**src/rtl/shift_add_multiplier.sv**
```systemverilog
// Sequential shift-add multiplier: one conditional add and 33-bit right shift per cycle.
// Signed operands are reduced to magnitudes and the sign is applied once at the end.
module shift_add_multiplier #(
    parameter int unsigned WIDTH = 16
) (
    input  logic                 clk,
    input  logic                 rst,
    input  logic                 start,
    input  logic                 sgn,
    input  logic [WIDTH-1:0]     a,
    input  logic [WIDTH-1:0]     b,
    output logic                 busy,
    output logic                 done,
    output logic [2*WIDTH-1:0]   p
);
    localparam int unsigned CW = $clog2(WIDTH);

    typedef enum logic [1:0] {
        IDLE = 2'd0,
        RUN  = 2'd1,
        FIX  = 2'd2,
        DONE = 2'd3
    } state_t;

    state_t           state, state_nx;
    logic [WIDTH-1:0] hi, lo, mcand;
    logic             neg;
    logic [CW-1:0]    cnt;
    logic             accept;
    logic [WIDTH-1:0] a_mag, b_mag;
    logic [WIDTH:0]   sum;

    // DONE also accepts a new start so back-to-back operations run every 18 cycles.
    assign accept = start && ((state == IDLE) || (state == DONE));

    always_comb begin
        a_mag = (sgn && a[WIDTH-1]) ? (~a + 1'b1) : a;
        b_mag = (sgn && b[WIDTH-1]) ? (~b + 1'b1) : b;
        sum   = {1'b0, hi} + (lo[0] ? {1'b0, mcand} : '0);
    end

    always_ff @(posedge clk) begin
        if (rst) state <= IDLE;
        else     state <= state_nx;
    end

    always_comb begin
        state_nx = state;
        busy     = 1'b0;
        done     = 1'b0;
        case (state)
            IDLE: if (accept) state_nx = RUN;
            RUN: begin
                busy = 1'b1;
                if (cnt == CW'(WIDTH - 1)) state_nx = FIX;
            end
            FIX: begin
                busy     = 1'b1;
                state_nx = DONE;
            end
            DONE: begin
                done     = 1'b1;
                state_nx = accept ? RUN : IDLE;
            end
            default: state_nx = IDLE;
        endcase
    end

    always_ff @(posedge clk) begin
        if (rst) begin
            hi    <= '0;
            lo    <= '0;
            mcand <= '0;
            neg   <= 1'b0;
            cnt   <= '0;
            p     <= '0;
        end else begin
            if (accept) begin
                mcand <= a_mag;
                lo    <= b_mag;
                hi    <= '0;
                cnt   <= '0;
                neg   <= sgn & (a[WIDTH-1] ^ b[WIDTH-1]);
            end else if (state == RUN) begin
                {hi, lo} <= {sum, lo[WIDTH-1:1]};
                cnt      <= cnt + 1'b1;
            end
            if (state == FIX) begin
                p <= neg ? (~{hi, lo} + 1'b1) : {hi, lo};
            end
        end
    end
endmodule

```
**config.mk**
```make
export PLATFORM = sky130hd
export DESIGN_NAME = shift_add_multiplier
export DESIGN_NICKNAME = d
export VERILOG_FILES = /design/src/rtl/shift_add_multiplier.sv
export SDC_FILE = /design/constraint.sdc
export NUM_CORES = 1
export LEC_CHECK = 0
export ABC_AREA = 1
export BUFFER_PORTS_ARGS = -buffer_cell sky130_fd_sc_hd__buf_2
export CAP_MARGIN = 20
export CORE_UTILIZATION = 47
export CTS_CLUSTER_DIAMETER = 120
export DETAILED_ROUTE_END_ITERATION = 8
export PLACE_DENSITY = 0.77
export SLEW_MARGIN = 10
export SYNTH_ARGS = -nofsm -noshare
export SYNTH_HDL_FRONTEND = slang
export SYNTH_SLANG_ARGS = --single-unit
```
**constraint.sdc**
```tcl
create_clock -name clk -period 5.8 [get_ports clk]
set_input_delay 0.58 -clock clk [delete_from_list [all_inputs] [get_ports clk]]
set_output_delay 0.58 -clock clk [all_outputs]
set_load 0.01 [all_outputs]
```
==> qor.txt, run 1 <==
Clock network fraction of design power: 19.0%
Final TNS setup: 0 ns
Initial Utilization: 48.3%
Critical Path End Type: register
Io pins: 70
Worst min path class: register to register
Max VDD drop: 0.183 mV
Critical path's largest stage delay: 0.91 ns
Net Sw Frac: 45.6%
Min-delay src: mcand[9]
Die W: 116 um
Grt total ovfl: 0
Clk sink count: 87
Int Pwr: 1.56 mW
Worst r2r path cells: 5
Net Sw Power: 1.31 mW
Post-cts gate resize count: 0
Root Buffer: clkbuf_16
Layout cell share with drive strength beyond 1: 11.3%
Area Growth Syn to Fin: 11.2%
Die area: 13400 um^2
Critical path startpoint: state[1]
Clk_skew: 0.0101 ns
Crit path to: lo[15]
Initial DRC count: 445
Final setup fails: 0
Worst reg2reg endpoint: lo[15]
Slew Viols, Final: 0
Worst Tran Pin Value: 1.03 ns
Global-route wire length before repair: 26000 um
Unrepaired setup endpoints after global routing: false
Post-Route WL: 15300 um
Latest clock arrival within the worst-skew pair: 0.35 ns
Nets@finish: 1100
Setup bufs post-CTS: 0
Max frequency: 0.329 GHz
Yosys reg bits: 87
Overall routing resource usage: 24.4%
Yosys cell types: 47
Die Height: 116 um
Pwr dens: 423 nW/um^2
GPL Wtd Cong: 0.878
Worst EP required: 6.01 ns
Ys flop type: dfxtp_1
Critical path class: register to register
CP Data Arrival Time: 3.25 ns
Num CTS Buffers: 9
Total Power: 2.86 mW
Status: finished clean
Syn avg cell area: 6.15 um^2
Critical path's slowest cell: clkinv_1
Max Buffers Root-to-Sink: 2
Vias per cell: 5.10
Cell area after synthesis: 6090 um^2
DRC: 0
Tcrit/Tclk final: 52.4%
Minimum clock period: 3.04 ns
Flop pwr share: 32.5%
Fin. Hold Viols: 0
Largest net degree at the start of global routing: 65
Htree depth: 3
Commonest non-fill, non-tap cell in the layout: nand2_1
TritonCTS clock tree: yes
Register area share after synthesis: 28.6%
Port Buf Inserts: 69
Cells after synthesis: 990
Initial antenna violation count: 0
Most frequent cells in the layout: nand2_1, inv_1, nor2_1
Post-synth EDFFs: 0
Row cnt: 41
Clk slew on worst S/H paths: 0.06 ns
Core area: 12600 um^2
Async SR Flop Fraction: 0%
Startpoint types: register
R2R Path Start: state[1]
Synth warnings: 0
Crit-path max FO: 30
DRT antenna net count: 0
Crit path cell chain: inv_1 -> ha_1 -> clkinv_1 -> o311ai_0 -> a21oi_1
Max-cap viol count: 0
Leakage power: 3.51 nW
Reg2Reg Setup Slack: 2.76 ns
Slew HR: 31.0%
Gate power share: 48.5%
Syn_nets: 1051
Hold_buf cts: 0
Total number of vias: 6202
Final HPWL DP: 11700 um
DRT Pass-1 Iters: 5
WL/cell: 12.6 um
Antenna cell count: 0
Vias in the first global route: 5622
metal layers:
metal	global-route usage (%)	up-vias	wire (um)
met4	7.52	0	204
li1	-	3272	-
met3	3.97	16	858
met5	0	-	0
met1	33.4	2744	7520
met2	39.2	170	6750
cell type report:
cell class | instances | area (um^2)
repair buffers | 71 | 373
multi-input cells | 734 | 3650
flip-flops and latches | 87 | 1740
well taps | 172 | 215
fillers | 1315 | 5850
inverters | 136 | 512
clock buffers | 11 | 243
clock inverters | 5 | 33.8
through the flow:
step	cells	setup WS [ns]	util, %	hold slack [ns]	instance area (um^2)
global route	1216	2.41	53.7	0.479	6770
global placement	1199	2.92	51.3	0.438	6480
CTS	1215	2.73	53.5	0.456	6750
finish	1216	2.76	53.7	0.452	6770
detailed placement	1199	2.77	51.3	0.442	6480
floorplan	990	3.76	-	0.426	6090
flip-flops by register name, summed over array words and instances (netlist names):
register and count:
p 32, hi 16, lo 16, mcand 16, cnt 4, state 2
neg 1
worst min-delay path by stage:
| stage | endpoint | cells past startpoint |
|---|---|---|
| after floorplan | mcand[8] | 2 |
| after global placement | mcand[10] | 2 |
| after detailed placement | mcand[9] | 2 |
| after CTS | mcand[9] | 2 |
| after global routing | mcand[13] | 2 |
| final | mcand[9] | 2 |
cells by family after synthesis:
group,count (synthesis),synth area share (%)
simple gates,519,35.7
xor+xnor,27,3.88
fa+ha+maj,25,5.26
compound gates,163,15.1
flops,87,28.6
buf+inv,169,11.5
synthesized netlist by cell type (3+ instances only):
library cell / count / area share [%]
nand3_2: 3 / 0.49
o21ai_2: 4 / 0.58
buf_6: 4 / 0.74
nand4_1: 15 / 1.5
a32o_1: 4 / 0.66
ha_1: 24 / 4.9
dfxtp_1: 87 / 29
o21ai_1: 5 / 0.41
nand2_2: 3 / 0.31
nand3_1: 69 / 5.7
o211ai_1: 4 / 0.49
o221ai_1: 4 / 0.58
o21bai_1: 3 / 0.37
nor3_1: 9 / 0.74
inv_2: 4 / 0.25
nor2_2: 8 / 0.82
o21ai_0: 64 / 5.3
nor2_1: 119 / 7.3
nand3b_1: 3 / 0.37
or2_2: 5 / 0.51
xor2_1: 22 / 3.2
inv_1: 130 / 8.0
nand2_1: 280 / 17
buf_2: 11 / 0.90
a21o_1: 3 / 0.37
a21oi_1: 64 / 5.3
xnor2_1: 5 / 0.72
clkbuf_1: 14 / 0.86
worst max-delay path: cells and delay by family (launching register included):
kind                       cells  cell delay (ns)
AOI/OAI and AO/OA              2             0.68
adders and majority gates      1             0.85
DFF                            1             0.33
buffers and inverters          2             1.03
power groups by stage:
| stage | Sequential, mW | Clock [mW] | Combinational, mW |
|---|---|---|---|
| after global placement | 0.933 | 0 | 1.34 |
| after detailed placement | 0.938 | 0 | 1.36 |
| after floorplan | 0.929 | 0 | 1.04 |
| after CTS | 0.927 | 0.554 | 1.37 |
| after global routing | 0.952 | 0.582 | 1.59 |
| final | 0.930 | 0.545 | 1.39 |
Power figures use the tool's default switching activity.
==> inputs of run 2 (changes only) <==
==> constraint.sdc (replaced) <==
create_clock -name clk -period 2.97 [get_ports clk]
set_input_delay 0.297 -clock clk [delete_from_list [all_inputs] [get_ports clk]]
set_output_delay 0.297 -clock clk [all_outputs]
set_load 0.01 [all_outputs]
==> run 2 against run 1 <==
Routed wire length decreased by 0.29%. Non-clock buffer count increased by 4. Register-to-register slack got worse by 2.1 ns. Critical path depth increased by 3. Setup slack got worse by 2.1 ns. Sequential power increased by 96%. Combinational power increased by 95%. Design area increased by 0.61%. Global-route usage increased by 0.12 points. Die area unchanged. Largest power group unchanged.
==> qor.txt, run 2 (synthesis gave the netlist of run 1 again) <==
Minimum clock period: 2.29 ns (-0.750 ns)
Post-cts gate resize count: 0 (unchanged)
Initial antenna violation count: 0 (unchanged)
Die Height: 116 um (unchanged)
Total Power: 5.70 mW (+99%)
Startpoint types: register
Grt total ovfl: 0 (unchanged)
Most frequent cells in the layout: nand2_1, inv_1, nor2_1
Commonest non-fill, non-tap cell in the layout: nand2_1
Crit-path leading delay family: simple AND/OR/NAND/NOR gates
Row cnt: 41 (unchanged)
Critical Path End Type: register
Tcrit/Tclk final: 77.0% (+25 points)
Most flops, register: p
Clk_skew: 0.0100 ns (-0.0000891 ns)
Latest clock arrival within the worst-skew pair: 0.35 ns (about the same)
Vias per cell: 5.13 (+0.52%)
Max frequency: 0.437 GHz (+33%)
Slew HR: 48.6% (+18 points)
Global-route wire length before repair: 26100 um (+0.24%)
Htree depth: 3 (unchanged)
Port Buf Inserts: 69 (unchanged)
Total number of vias: 6255 (+0.85%)
Antenna cell count: 0 (unchanged)
Area Growth Syn to Fin: 11.9%
DRC: 0 (unchanged)
Worst Tran Pin Value: 0.770 ns (-0.264 ns)
Min Hold Slack: 0.231 ns (-0.221 ns)
Core area: 12600 um^2 (unchanged)
Critical path's slowest cell: nor2_2
GPL Wtd Cong: 0.923 (+5.2%)
Hold_buf cts: 0 (unchanged)
Io pins: 70 (unchanged)
Max-cap viol count: 0 (unchanged)
Post-layout util: 54.0% (+0.33 points)
Critical path class: register to register
Fin. Hold Viols: 0 (unchanged)
Worst Path Buf+Inv: 3 (+1)
Die area: 13400 um^2 (unchanged)
Leakage power: 3.54 nW (+0.70%)
Status: finished clean
DRT Pass-1 Iters: 5 (unchanged)
Layout cell share with drive strength beyond 1: 11.5% (+0.24 points)
Overall routing resource usage: 24.5% (+0.12 points)
Vias in the first global route: 5620 (-0.036%)
CP Data Arrival Time: 2.58 ns (-0.67 ns)
Pwr dens: 836 nW/um^2 (+98%)
Post-Route WL: 15300 um (-0.29%)
Worst setup margin: 0.682 ns (-2.08 ns)
Die W: 116 um (unchanged)
Clk slew on worst S/H paths: 0.06 ns (about the same)
Slew Viols, Final: 0 (unchanged)
DRT antenna net count: 0 (unchanged)
Final setup fails: 0 (unchanged)
Crit-path max FO: 19 (-37%)
Final HPWL DP: 11900 um (+1.4%)
Worst min path class: input pin to register
Pre-CTS WS: 0.703 ns (-2.06 ns)
Final TNS setup: 0 ns (unchanged)
Nets@finish: 1104 (+0.36%)
WL/cell: 12.5 um (-0.62%)
Crit path cell chain: inv_1 -> ha_1 -> nor2_2 -> nor2_2 -> inv_2 -> a21oi_1 -> o21ai_0 -> inv_1
Worst EP required: 3.26 ns (-2.75 ns)
Max Buffers Root-to-Sink: 2 (unchanged)
Initial DRC count: 451 (+1.3%)
Root Buffer: clkbuf_16
Critical path's largest stage delay: 0.60 ns (-0.31 ns)
Initial Utilization: 48.3% (unchanged)
Num CTS Buffers: 9 (unchanged)
Largest net degree at the start of global routing: 43 (-34%)
Max reg flops: 32 (unchanged)
TritonCTS clock tree: yes
Setup bufs post-CTS: 0 (unchanged)
Max VDD drop: 0.368 mV (+100%)
Unrepaired setup endpoints after global routing: false
Clk sink count: 87 (unchanged)
[run 2: changes by cell type in the layout (fill, tap and decap cells not counted), sizes merged]
cell    previous run  this run
buf               71        75
clkinv             5         2
bufinv             0         1
clkbuf            11        12
inv              134       135
[run 2: metrics by stage]
| step | area, um^2 | std cells |
|---|---|---|
| finish | 6810 | 1220 |
| global route | 6810 | 1220 |
| CTS | 6810 | 1220 |
| detailed placement | 6510 | 1204 |
| global placement | 6510 | 1204 |
| floorplan | 6090 | 990 |
[run 2: final timing paths]
kind | startpoint | end | slack (ns) | cells past startpoint
setup / recovery | state[0] | hi[3] | 0.68 | 8
hold / removal | a[12] | mcand[12] | 0.23 | 4
setup reg to reg | state[0] | hi[3] | 0.68 | 8
hold reg to reg | mcand[10] | mcand[10] | 0.46 | 2
[run 2: routing by layer]
metal	wire length [um]	vias to the layer above	GRT usage, %
met5	0	-	0
met4	294	0	7.86
met3	871	24	4.60
met2	6580	156	39.2
met1	7530	2789	33.2
li1	-	3286	-
[run 2: worst reg2reg max path: stages, from the launching register on]
cell and delay, ns:
dfxtp_1 0.42, inv_1 0.10, ha_1 0.34, nor2_2 0.11, nor2_2 0.60, inv_2 0.30, a21oi_1 0.18, o21ai_0 0.10
inv_1 0.08
[run 2: where the power goes]
group | switching [mW] | total (mW) | internal (mW)
combinational | 1.76 | 2.71 | 0.951
sequential | 0.309 | 1.82 | 1.51
clock | 0.482 | 1.16 | 0.679
total | 2.55 | 5.70 | 3.14
[run 2: final cells by class]
| type | instances | area, um^2 |
|---|---|---|
| multi-input cells | 734 | 3650 |
| clock buffers | 12 | 246 |
| inverters | 136 | 512 |
| flip-flops and latches | 87 | 1740 |
| clock inverters | 4 | 53.8 |
| repair buffers | 75 | 390 |
| fillers | 1322 | 5810 |
| well taps | 172 | 215 |
